--- config.mk ---
export PLATFORM = sky130hd
export DESIGN_NAME = seg_scan
export DESIGN_NICKNAME = d
export VERILOG_FILES = /design/src/rtl/seg_scan_pkg.sv /design/src/rtl/bcd_to_seg7.sv /design/src/rtl/seg_scan.sv
export SDC_FILE = /design/constraint.sdc
export NUM_CORES = 1
export LEC_CHECK = 0
export ABC_CLOCK_PERIOD_IN_PS = 3900
export CAP_MARGIN = 20
export CORE_MARGIN = 1
export CORE_UTILIZATION = 54
export CTS_CLUSTER_DIAMETER = 50
export DETAILED_ROUTE_END_ITERATION = 12
export GPL_ROUTABILITY_DRIVEN = 0
export PLACE_DENSITY = 0.8
export SLEW_MARGIN = 20
export SYNTH_ARGS = -nofsm -noshare
export SYNTH_HDL_FRONTEND = slang
export SYNTH_HIERARCHICAL = 1
export SYNTH_SLANG_ARGS = --single-unit
--- constraint.sdc ---
create_clock -name clk -period 3.9 [get_ports clk]
set_input_delay 0.585 -clock clk [delete_from_list [all_inputs] [get_ports clk]]
set_output_delay 0.585 -clock clk [all_outputs]
set_load 0.02 [all_outputs]
--- src/rtl/seg_scan_pkg.sv ---
// Shared constants and types for the six-digit multiplexed 7-segment clock display scanner.
package seg_scan_pkg;

    localparam int unsigned SCAN_DIV_DEF     = 50000;
    localparam int unsigned BLINK_FRAMES_DEF = 64;
    localparam int unsigned NUM_DIGITS       = 6;
    localparam int unsigned NIB_W            = 4;
    localparam int unsigned SEG_W            = 7;
    localparam int unsigned IDX_W            = 3;

    // Digit slot order, least significant digit first; an[i] enables slot i.
    localparam logic [IDX_W-1:0] IDX_SEC_ONES  = 3'd0;
    localparam logic [IDX_W-1:0] IDX_SEC_TENS  = 3'd1;
    localparam logic [IDX_W-1:0] IDX_MIN_ONES  = 3'd2;
    localparam logic [IDX_W-1:0] IDX_MIN_TENS  = 3'd3;
    localparam logic [IDX_W-1:0] IDX_HOUR_ONES = 3'd4;
    localparam logic [IDX_W-1:0] IDX_HOUR_TENS = 3'd5;

    // Active-low segment codes, bit0 = a ... bit6 = g.
    localparam logic [SEG_W-1:0] SEG_0     = 7'h40;
    localparam logic [SEG_W-1:0] SEG_1     = 7'h79;
    localparam logic [SEG_W-1:0] SEG_2     = 7'h24;
    localparam logic [SEG_W-1:0] SEG_3     = 7'h30;
    localparam logic [SEG_W-1:0] SEG_4     = 7'h19;
    localparam logic [SEG_W-1:0] SEG_5     = 7'h12;
    localparam logic [SEG_W-1:0] SEG_6     = 7'h02;
    localparam logic [SEG_W-1:0] SEG_7     = 7'h78;
    localparam logic [SEG_W-1:0] SEG_8     = 7'h00;
    localparam logic [SEG_W-1:0] SEG_9     = 7'h10;
    localparam logic [SEG_W-1:0] SEG_BLANK = 7'h7F;

    localparam logic [NUM_DIGITS-1:0] AN_ALL_OFF = 6'h3F;

    typedef struct packed {
        logic [7:0] hour;
        logic [7:0] min;
        logic [7:0] sec;
    } time_bcd_t;

    // Select the BCD nibble shown in a given digit slot.
    function automatic logic [NIB_W-1:0] digit_nibble(input time_bcd_t t,
                                                      input logic [IDX_W-1:0] idx);
        logic [NIB_W-1:0] nib;
        nib = '0;
        case (idx)
            IDX_SEC_ONES:  nib = t.sec[3:0];
            IDX_SEC_TENS:  nib = t.sec[7:4];
            IDX_MIN_ONES:  nib = t.min[3:0];
            IDX_MIN_TENS:  nib = t.min[7:4];
            IDX_HOUR_ONES: nib = t.hour[3:0];
            IDX_HOUR_TENS: nib = t.hour[7:4];
            default:       nib = '0;
        endcase
        return nib;
    endfunction

endpackage

--- src/rtl/bcd_to_seg7.sv ---
// Combinational BCD digit to active-low 7-segment decoder; non-decimal nibbles go blank.
module bcd_to_seg7
    import seg_scan_pkg::*;
(
    input  logic [NIB_W-1:0] i_bcd,
    output logic [SEG_W-1:0] o_seg_c
);

    always_comb begin
        o_seg_c = SEG_BLANK;
        case (i_bcd)
            4'd0:    o_seg_c = SEG_0;
            4'd1:    o_seg_c = SEG_1;
            4'd2:    o_seg_c = SEG_2;
            4'd3:    o_seg_c = SEG_3;
            4'd4:    o_seg_c = SEG_4;
            4'd5:    o_seg_c = SEG_5;
            4'd6:    o_seg_c = SEG_6;
            4'd7:    o_seg_c = SEG_7;
            4'd8:    o_seg_c = SEG_8;
            4'd9:    o_seg_c = SEG_9;
            default: o_seg_c = SEG_BLANK;
        endcase
    end

endmodule

--- src/rtl/seg_scan.sv ---
// Six-digit HH:MM:SS multiplexed display scanner with per-pair blinking.
// Optional macro SEG_LZ_BLANK_EN blanks the hour-tens digit when it is zero.
module seg_scan
    import seg_scan_pkg::*;
#(
    parameter int unsigned SCAN_DIV     = SCAN_DIV_DEF,
    parameter int unsigned BLINK_FRAMES = BLINK_FRAMES_DEF
) (
    input  logic                  clk,
    input  logic                  reset,
    input  logic [7:0]            bcd_sec,
    input  logic [7:0]            bcd_min,
    input  logic [7:0]            bcd_hour,
    input  logic [2:0]            blink_mask,
    output logic [NUM_DIGITS-1:0] an,
    output logic [SEG_W-1:0]      seg,
    output logic                  dp
);

    localparam int unsigned PRESC_W = (SCAN_DIV > 1) ? $clog2(SCAN_DIV) : 1;
    localparam int unsigned FRAME_W = (BLINK_FRAMES > 1) ? $clog2(BLINK_FRAMES) : 1;
    localparam logic [PRESC_W-1:0] PRESC_MAX = PRESC_W'(SCAN_DIV - 1);
    localparam logic [FRAME_W-1:0] FRAME_MAX = FRAME_W'(BLINK_FRAMES - 1);

    logic [PRESC_W-1:0]    r_presc;
    logic [IDX_W-1:0]      r_idx;
    logic [FRAME_W-1:0]    r_frame;
    logic                  r_phase;
    time_bcd_t             r_snap;
    logic [NUM_DIGITS-1:0] r_an;
    logic [SEG_W-1:0]      r_seg;
    logic                  r_dp;

    logic                  w_tick;
    logic                  w_wrap;
    logic                  w_frame_wrap;
    logic [NIB_W-1:0]      w_nib;
    logic [SEG_W-1:0]      w_dec;
    logic                  w_pair_blink;
    logic [NUM_DIGITS-1:0] w_an_nxt;
    logic [SEG_W-1:0]      w_seg_nxt;
    logic                  w_dp_nxt;

    assign w_tick       = (r_presc == PRESC_MAX);
    assign w_wrap       = w_tick && (r_idx == IDX_HOUR_TENS);
    assign w_frame_wrap = w_wrap && (r_frame == FRAME_MAX);
    assign w_nib        = digit_nibble(r_snap, r_idx);

    bcd_to_seg7 u_dec (
        .i_bcd   (w_nib),
        .o_seg_c (w_dec)
    );

    // Blink enable is taken live from the mask, one bit per digit pair.
    always_comb begin
        w_pair_blink = 1'b0;
        case (r_idx)
            IDX_SEC_ONES, IDX_SEC_TENS:   w_pair_blink = blink_mask[0];
            IDX_MIN_ONES, IDX_MIN_TENS:   w_pair_blink = blink_mask[1];
            IDX_HOUR_ONES, IDX_HOUR_TENS: w_pair_blink = blink_mask[2];
            default:                      w_pair_blink = 1'b0;
        endcase
    end

    // Next display word for the slot currently addressed by r_idx.
    always_comb begin
        w_an_nxt  = ~(NUM_DIGITS'(1) << r_idx);
        w_seg_nxt = (r_phase && w_pair_blink) ? SEG_BLANK : w_dec;
        w_dp_nxt  = !((r_idx == IDX_MIN_ONES) || (r_idx == IDX_HOUR_ONES));
`ifdef SEG_LZ_BLANK_EN
        if ((r_idx == IDX_HOUR_TENS) && (r_snap.hour[7:4] == 4'd0)) begin
            w_an_nxt  = AN_ALL_OFF;
            w_seg_nxt = SEG_BLANK;
        end
`endif
    end

    always_ff @(posedge clk) begin
        if (!reset) begin
            r_presc <= '0;
            r_idx   <= '0;
            r_frame <= '0;
            r_phase <= 1'b0;
            r_snap  <= '0;
            r_an    <= AN_ALL_OFF;
            r_seg   <= SEG_BLANK;
            r_dp    <= 1'b1;
        end else begin
            r_presc <= w_tick ? '0 : r_presc + PRESC_W'(1);
            if (w_tick) begin
                r_idx <= w_wrap ? '0 : r_idx + IDX_W'(1);
            end
            // Frame boundary: capture the time so a whole frame shows one coherent value.
            if (w_wrap) begin
                r_snap  <= time_bcd_t'({bcd_hour, bcd_min, bcd_sec});
                r_frame <= w_frame_wrap ? '0 : r_frame + FRAME_W'(1);
            end
            if (w_frame_wrap) begin
                r_phase <= ~r_phase;
            end
            r_an  <= w_an_nxt;
            r_seg <= w_seg_nxt;
            r_dp  <= w_dp_nxt;
        end
    end

    assign an  = r_an;
    assign seg = r_seg;
    assign dp  = r_dp;

endmodule

[Word level (Yosys, flattened, before mapping)]
Memory sizes are Yosys's and may differ from the RTL's. A register that Yosys moved wholly into a read port is not among the register bits.
Index checks and enable logic that the tools add are counted.
Word-level totals
  bits in registers: 57
  memory bits (read-only): 112
  input bits: 29
  output and inout port bits: 14
  logic and storage cells: 39
  memories kept: 1
Cells by class
  add/sub/neg operators: 3
  eq/ne operators: 7
  shift-type cells: 1
  multiplexer cells: 4
  bitwise gates (word level): 3
  reductions and logical operators: 11
Memories
  (name not given): depth 16, bits a word 7, rd ports 1, clocked after memory_dff 1, write ports 0, line bcd_to_seg7.sv:11  | case (i_bcd)
Operators by type and width (number)
  $pmux 4 s6: 1
  $add 16x1->16 const B: 1
  $eq 16x16->1 const B: 1
  $reduce_or 2->1: 5
  $add 6x1->6 const B: 1
  $eq 3x2->1 const B: 2
  $eq 3x3->1 const B: 2
  $eq 6x6->1 const B: 1
  $mux 6: 1
  $not 6->6: 1
  $shl 1x3->6 const A: 1
  $add 3x1->3 const B: 1
  $eq 3x1->1 const B: 1
  $logic_and 1x1->1: 3
  $logic_not 3->1: 1
  $mux 3: 1
  $pmux 1 s3: 1
  $not 1->1: 2
  $logic_not 1->1: 1
  $logic_or 1x1->1: 1

[Depth between registers and ports, before layout]
Gate-level depths: netlist of the first run.
  depth after elaboration: 5
  mapped depth: 13
  mapped depth without buffers: 12

[Cells and area by module]
Netlist of the first run, hierarchy kept.
Modules (own cells, without submodules)
  seg_scan: instances 1, cells each 312, area each 2715.1 um2, seq. area each 1281.2 um2
  bcd_to_seg7: instances 1, cells each 33, area each 210.2 um2, seq. area each 0.0 um2

[Worst setup path after synthesis of the first run]
Ideal clock, no wire load.
  path type: register to register
  start point: register r_idx[2]
  end point: register r_seg[1] (netlist: seg[1])
  setup time: 0.136 ns
  arrival: 2.193 ns
  data required time: 3.764 ns
  path slack: 1.571 ns
  stages on the path, launching flop included: 11
  path buffers: 1
  period minus slack after synthesis: 2.329 ns
  path through: dfxtp_1 buf_1 inv_1 ha_1 a222oi_1 nand2_1 inv_1 ha_1 o21ai_0 o21ai_0 nand3b_1
On the way
  elaborated cells on any way between the ends: 13
  those cells by class: 5 x eq/ne; 2 x mux; 6 x reduce/logical
RTL lines
  start: declaration: line seg_scan.sv:26  | logic [IDX_W-1:0] r_idx;
  start signal: assignment: line seg_scan.sv:91  | r_idx <= w_wrap ? '0 : r_idx + IDX_W'(1);
  $eq 3x3->1 (tied with other cells): line seg_scan_pkg.sv:45  | case (idx)
  $pmux 4 s6 *: line seg_scan_pkg.sv:45
  net w_nib[1]: line seg_scan.sv:37  | logic [NIB_W-1:0] w_nib;
  end: declaration: line seg_scan.sv:31  | logic [SEG_W-1:0] r_seg;
Mark *: on every way through the listed nets, which the timed path passes. The rest lies on a longest branch.
A chain may end at the register's enable or synchronous reset.

[Worst setup path in the final report of the first run]
  start point: register r_presc[13]
  end point: register r_frame[5]
On the way
  longest elaborated chain between the ends: 4
RTL lines
  start: declaration: line seg_scan.sv:25  | logic [PRESC_W-1:0] r_presc;
  start signal: assignment: line seg_scan.sv:89  | r_presc <= w_tick ? '0 : r_presc + PRESC_W'(1);
  $eq 16x16->1 *: line seg_scan.sv:44  | assign w_tick = (r_presc == PRESC_MAX);
  $logic_and 1x1->1 *: line seg_scan.sv:45  | assign w_wrap = w_tick && (r_idx == IDX_HOUR_TENS);
  $logic_and 1x1->1: line seg_scan.sv:46  | assign w_frame_wrap = w_wrap && (r_frame == FRAME_MAX);
  $mux 6: line seg_scan.sv:96  | r_frame <= w_frame_wrap ? '0 : r_frame + FRAME_W'(1);
  end signal: assignment: line seg_scan.sv:96
  end: declaration: line seg_scan.sv:27  | logic [FRAME_W-1:0] r_frame;
Mark *: on every way between the ends. The rest lies on a longest branch, timed or not.

==> results by group, run 1 <==
Setup path
  – Crit path DAT: 2.90 ns
  – Crit path required time: 4.12 ns
  – Setup CP Type: flop to flop
  – Worst R2R Start: r_presc[13]
  – Flop-to-flop setup slack: 1.22 ns
  – Setup crit start: r_presc[13]
  – Worst reg2reg path depth: 4
  – CP Capture Point: r_frame[5]
  – Terminus of the critical flop-to-flop path: r_frame[5]
  – Worst-path maximum fanout: 37
  – CP startpoint kind: flop
  – CP Capture Type: flop

GRT
  – Total track usage: 0.237
  – Initial antenna violation count: 0
  – GRT Residual Overflow: 0
  – Largest net degree at the start of global routing: 38
  – Number of global-route vias before repair: 2277
  – First-pass GRT wire length: 10.1 mm

Synth
  – Post-synth top flop: dfxtp_1
  – Synthesized flop and latch total: 64
  – Post-synth EDFFs: 0
  – Syn_area_per_cell: 8.48 um2
  – Post-Synthesis Cell Area: 2930 um2
  – Synth Instances: 345
  – Asr flop ratio synth: 0
  – Ys Warns: 6
  – Syn nets: 386
  – Synth unique cells: 43
  – Post-synthesis sequential area ratio: 0.438

Final layout
  – Synthesis-to-finish area growth: 20.4%
  – Finished Cell Area: 3520 um2
  – # fillers: 458
  – Nets: 415
  – Share of layout cells above drive strength 1: 0.0635
  – Antenna fix cells: 0

Clock tree
  – Worst-Skew Late Latency: 0.33 ns
  – Setup Buffers After CTS: 0
  – Clock sink count: 64
  – CTS Hold Bufs: 0
  – Cts repair resizes: 0
  – TritonCTS Buffers: 9
  – H-tree depth: 3
  – Clk pin slew, worst setup/hold paths: 0.06 ns
  – CTS root buffer: clkbuf_8
  – CTS tree: done
  – Clock Tree Buf Depth: 2

Timing
  – Post-route worst setup slack: 1.22 ns
  – Fin crit period: 2.68 ns
  – Hold_ws: 0.455 ns
  – Final setup vio count: 0
  – RSZ-0062 raised after global routing: false
  – Final hold violations: 0
  – Clock Skews: 0.00684 ns
  – Worst slew margin: 0.298
  – Slew @ Worst Pin: 1.05 ns
  – Max Slew Vio Count: 0
  – Setup TNS: 0 ns
  – Final period utilization: 0.687
  – Fmax: 373 MHz

Floorplanning
  – Die height: 75.6 um
  – Total core area: 5170 um2
  – IO Count: 43
  – Row count: 26
  – DIE WIDTH: 75.6 um
  – Die area: 5720 um2
  – Initial Utilization: 0.566

Power and ir drop
  – Leakage power: 0.00123 uW
  – Peak VDD IR: 245 uV
  – Pwr Density: 346 nW/um2

Run
  – Max_cap viols: 0

Routing
  – Routed vias/inst: 5.67
  – Vias: 2541
  – DR WL/cell: 13.6 um
  – Iter 0 DRT Violations: 170
  – Post-route ant nets: 0
  – First-pass DRT Iterations: 4
  – DRC violations left: 0
  – Final WL: 6.10 mm

Min path
  – HP Class: flop to flop

Placement
  – Place WS: 1.22 ns
  – Placed cell area: 3350 um2
  – DP Wirelength: 4.01 mm
  – Port buffer count: 42

Status
  – Status: finished clean
placed cells by master, fill, tap and decap left out, types with 4 or more instances in the layout:
cell / synthesis / final
a21oi_1: 37 / 37
a222oi_1: 4 / 4
and2_1: 4 / 4
and3_1: 4 / 4
clkbuf_8: 0 / 11
clkdlybuf4s50_1: 0 / 42
clkinv_2: 0 / 4
dfxtp_1: 64 / 64
ha_1: 12 / 12
inv_1: 9 / 9
nand2_1: 18 / 18
nand2b_1: 6 / 6
nand3_1: 34 / 34
nand3b_1: 9 / 9
nand4_1: 7 / 7
nor2_1: 23 / 23
o21ai_0: 39 / 38
or3_1: 5 / 5
xor2_1: 9 / 9
metal layers:
layer / track usage / part of all wire / up-vias
li1: - / - / 1277
met1: 0.316 / 0.46 / 1176
met2: 0.378 / 0.47 / 80
met3: 0.0476 / 0.061 / 8
met4: 0.0967 / 0.012 / 0
met5: 0 / 0 / -
synth_stat cells, types with 2 or more instances:
| master | count | area (um2) |
|---|---|---|
| xor2_1 | 9 | 78.8 |
| or4_1 | 2 | 15.0 |
| clkbuf_1 | 22 | 82.6 |
| inv_1 | 9 | 33.8 |
| or3_1 | 5 | 31.3 |
| nand2_1 | 18 | 67.6 |
| a21oi_1 | 37 | 185 |
| nand4_1 | 7 | 43.8 |
| nand4b_1 | 3 | 26.3 |
| ha_1 | 12 | 150 |
| xnor2_1 | 3 | 26.3 |
| and4_1 | 2 | 17.5 |
| mux2i_1 | 3 | 30.0 |
| mux2_2 | 2 | 22.5 |
| o21ai_0 | 39 | 195 |
| nor2_1 | 23 | 86.3 |
| nand3_1 | 34 | 170 |
| a22oi_1 | 3 | 22.5 |
| a222oi_1 | 4 | 40.0 |
| nand2b_1 | 6 | 37.5 |
| and3_1 | 4 | 25.0 |
| buf_2 | 3 | 15.0 |
| and2_1 | 4 | 25.0 |
| nand3b_1 | 9 | 67.6 |
| dfxtp_1 | 64 | 1280 |
how the worst min path moves through the flow:
stage,startpoint,to,slack (ns),cells past startpoint
4_1_cts,r_presc[0],r_presc[0],0.45,1
3_5_place_dp,r_presc[0],r_presc[0],0.44,1
5_1_grt,r_presc[0],r_presc[0],0.50,1
6_report,r_presc[0],r_presc[0],0.45,1
3_3_place_gp,r_presc[0],r_presc[0],0.42,1
2_1_floorplan,r_presc[0],r_presc[0],0.41,1
through the flow:
step	util	cells	total power, uW
3_3_place_gp	0.648	433	737
2_1_floorplan	-	345	698
6_report	0.681	448	1220
3_5_place_dp	0.648	433	738
4_1_cts	0.681	448	1220
5_1_grt	0.681	448	1260
worst max-delay path: stages (launching register included):
cell and delay (ns):
dfxtp_1 0.33, or4_4 0.55, or4_1 0.95, or3_1 0.51
a41o_1 0.23
kinds of logic after synthesis:
| kind of cell | synth area share |
|---|---|
| and+or+nand+nor | 0.230 |
| AOI/OAI and AO/OA | 0.177 |
| adders and majority gates | 0.0513 |
| buffers and inverters | 0.0500 |
| muxes | 0.0180 |
| DFF | 0.438 |
| xor gates and xnor gates | 0.0359 |
flip-flops by register name, summed over array words and instances (netlist names):
signal / cells
dp: 1
r_phase: 1
an: 6
seg: 7
r_frame: 6
r_presc: 16
r_idx: 3
r_snap: 24
power by group:
part	switching, uW	internal [uW]	leakage [uW]
Sequential	2.94	660	0.000519
Combinational	24.2	36.2	0.000616
Clock	237	257	0.0000947
Total	264	953	0.00123
cell type report:
class	instances	area, um2	share of cell area
multi-input cells	245	1510	0.428
flip-flops and latches	64	1280	0.364
repair buffers	45	443	0.126
clock buffers	11	151	0.0430
well taps	70	87.6	0.0249
inverters	9	33.8	0.00959
clock inverters	4	20.0	0.00568
(Power assumes the default switching activity.)
==> run 2: changes to the inputs <==
- ABC_CLOCK_PERIOD_IN_PS: 3900 -> 2400
- CORE_UTILIZATION: 54 -> 48
- PLACE_DENSITY: 0.8 -> 0.76
- clock period: 3.9 -> 2.4 ns (I/O delays scaled with it)
==> run 2 against run 1 <==
Combinational power up 64%. Total power rose by 70%. Largest cell class unchanged. Sequential power is 63% higher. Sequential share of layout area is 1.2 points lower. Non-clock buffer count rose by 13. Wire length is 4.5% higher. Final cell count is 4.0% higher. Clock power grew 81%. Design area is 3.5% higher. Critical endpoint is now seg[1]. Register-to-register slack got worse by 1.1 ns. Maximum frequency rose by 17%. Utilization fell by 6.1 points.
==> results by group, run 2 (synthesis gave the netlist of run 1 again) <==
Routing
  – Vias: 2588 (+1.8%)
  – DRC violations left: 0 (unchanged)
  – Final WL: 6.38 mm (+4.5%)
  – First-pass DRT Iterations: 5 (+1)
  – Routed vias/inst: 5.55 (-2.1%)
  – Iter 0 DRT Violations: 121 (-29%)
  – Post-route ant nets: 0 (unchanged)
  – DR WL/cell: 13.7 um (+0.45%)

GRT
  – Largest net degree at the start of global routing: 30 (-21%)
  – First-pass GRT wire length: 10.3 mm (+1.9%)
  – Total track usage: 0.213 (-0.0238)
  – GRT Residual Overflow: 0 (unchanged)
  – Initial antenna violation count: 0 (unchanged)
  – Number of global-route vias before repair: 2221 (-2.5%)

Floorplanning
  – IO Count: 43 (unchanged)
  – Row count: 28 (+7.7%)
  – Initial Utilization: 0.497 (-0.0685)
  – Total core area: 5890 um2 (+14%)
  – Die height: 80.1 um (+5.9%)
  – Die area: 6410 um2 (+12%)
  – DIE WIDTH: 80.1 um (+5.9%)

Setup path
  – CP startpoint kind: flop
  – Worst reg2reg path depth: 10 (+6)
  – Crit path DAT: 2.51 ns (-0.39 ns)
  – Crit path required time: 2.62 ns (-1.50 ns)
  – Worst-path maximum fanout: 4 (-89%)
  – Setup CP Type: flop to flop
  – CP Capture Type: flop

Timing
  – Hold_ws: 0.437 ns (-0.0171 ns)
  – Final setup vio count: 0 (unchanged)
  – Fin crit period: 2.29 ns (-0.385 ns)
  – Worst slew margin: 0.562 (+0.264)
  – Final period utilization: 0.956 (+0.269)
  – Final hold violations: 0 (unchanged)
  – Fmax: 436 MHz (+17%)
  – Slew @ Worst Pin: 0.651 ns (-0.402 ns)
  – Clock Skews: 0.00512 ns (-0.00172 ns)
  – Max Slew Vio Count: 0 (unchanged)

Run
  – Max_cap viols: 0 (unchanged)

Final layout
  – Top reg by flops: r_snap
  – Antenna fix cells: 0 (unchanged)
  – Fin util: 0.620 (-0.0615)
  – # fillers: 516 (+13%)
  – Commonest non-fill, non-tap cell in the layout: dfxtp_1
  – Most frequent cells in the layout: dfxtp_1, clkdlybuf4s50_1, a21oi_1, o21ai_0, nand3_1
  – Share of layout cells above drive strength 1: 0.0972 (+0.0337)
  – Synthesis-to-finish area growth: 24.7%
  – Nets: 428 (+3.1%)
  – Largest register FFs: 24 (unchanged)

Power and ir drop
  – Pwr Density: 568 nW/um2 (+64%)
  – Peak VDD IR: 321 uV (+31%)
  – Leakage power: 0.00130 uW (+5.6%)

Min path
  – HP Class: flop to flop
  – WHS Path Cells: 1 (unchanged)

Clock tree
  – Worst-Skew Late Latency: 0.35 ns (+0.02 ns)
  – CTS root buffer: clkbuf_8
  – Clk pin slew, worst setup/hold paths: 0.07 ns (about the same)
  – Clock Tree Buf Depth: 2 (unchanged)
  – TritonCTS Buffers: 9 (unchanged)
  – CTS tree: done
  – H-tree depth: 3 (unchanged)
  – Clock sink count: 64 (unchanged)

Placement
  – DP Wirelength: 4.42 mm (+10%)
  – Port buffer count: 42 (unchanged)

Status
  – Status: finished clean
[run 2: repair_timing]
item	CTS	global route
setup endpoints to repair	0	7
hold endpoints to repair	0	0
resized for setup	0	4
hold buffers	0	0
setup buffers	0	2
[run 2: worst paths after layout]
path              startpoint    endpoint  slack, ns
setup / recovery    r_idx[0]      seg[1]       0.11
hold / removal    r_presc[0]  r_presc[0]       0.44
setup reg to reg    r_idx[0]      seg[1]       0.11
hold reg to reg   r_presc[0]  r_presc[0]       0.44
[run 2: power by group]
group | internal, uW | switching (uW)
Sequential | 1070 | 4.47
Clock | 497 | 397
Combinational | 59.6 | 39.5
[run 2: layer usage]
metal  part of all wire  routed length, um  up-vias  GRT usage
met4              0.025                158        0     0.0911
met2               0.44               2790       81      0.307
met3              0.052                329       13     0.0693
met1               0.49               3100     1191      0.290
li1                   -                  -     1303          -
met5                  0                  0        -          0
[run 2: stage by stage]
stage	instances	setup TNS, ns	setup slack, ns	power (uW)	cell area [um2]
global route	466	-0.000826	-0.000826	2140	3650
floorplan	345	0	0.0711	1130	2930
finish	466	0	0.107	2070	3650
global placement	449	0	0.180	1200	3440
detailed placement	449	0	0.0725	1200	3440
CTS	464	0	0.0528	2090	3630
[run 2: area by class of cell]
class / instances / area, um2 / area share
Clock inverter: 4 / 45.0 / 0.0123
Tap cell: 75 / 93.8 / 0.0257
Multi-Input combinational cell: 245 / 1510 / 0.414
Sequential cell: 64 / 1280 / 0.351
Timing Repair Buffer: 58 / 541 / 0.148
Clock buffer: 11 / 141 / 0.0388
Inverter: 9 / 33.8 / 0.00926
[run 2: worst max-delay path, cell delays in order, from the launching register on]
cell      delay (ns)
dfxtp_1         0.40
inv_1           0.10
ha_1            0.26
nor2b_1         0.19
a222oi_1        0.26
nand2_1         0.17
inv_1           0.15
ha_1            0.26
o21ai_0         0.14
o21ai_0         0.10
nand3b_1        0.15
==> run 3: changes to the inputs <==
- TNS_END_PERCENT: not set -> 5
==> results of run 3 <==
No change in the layout: final DEF, timing and power equal those of run 2.
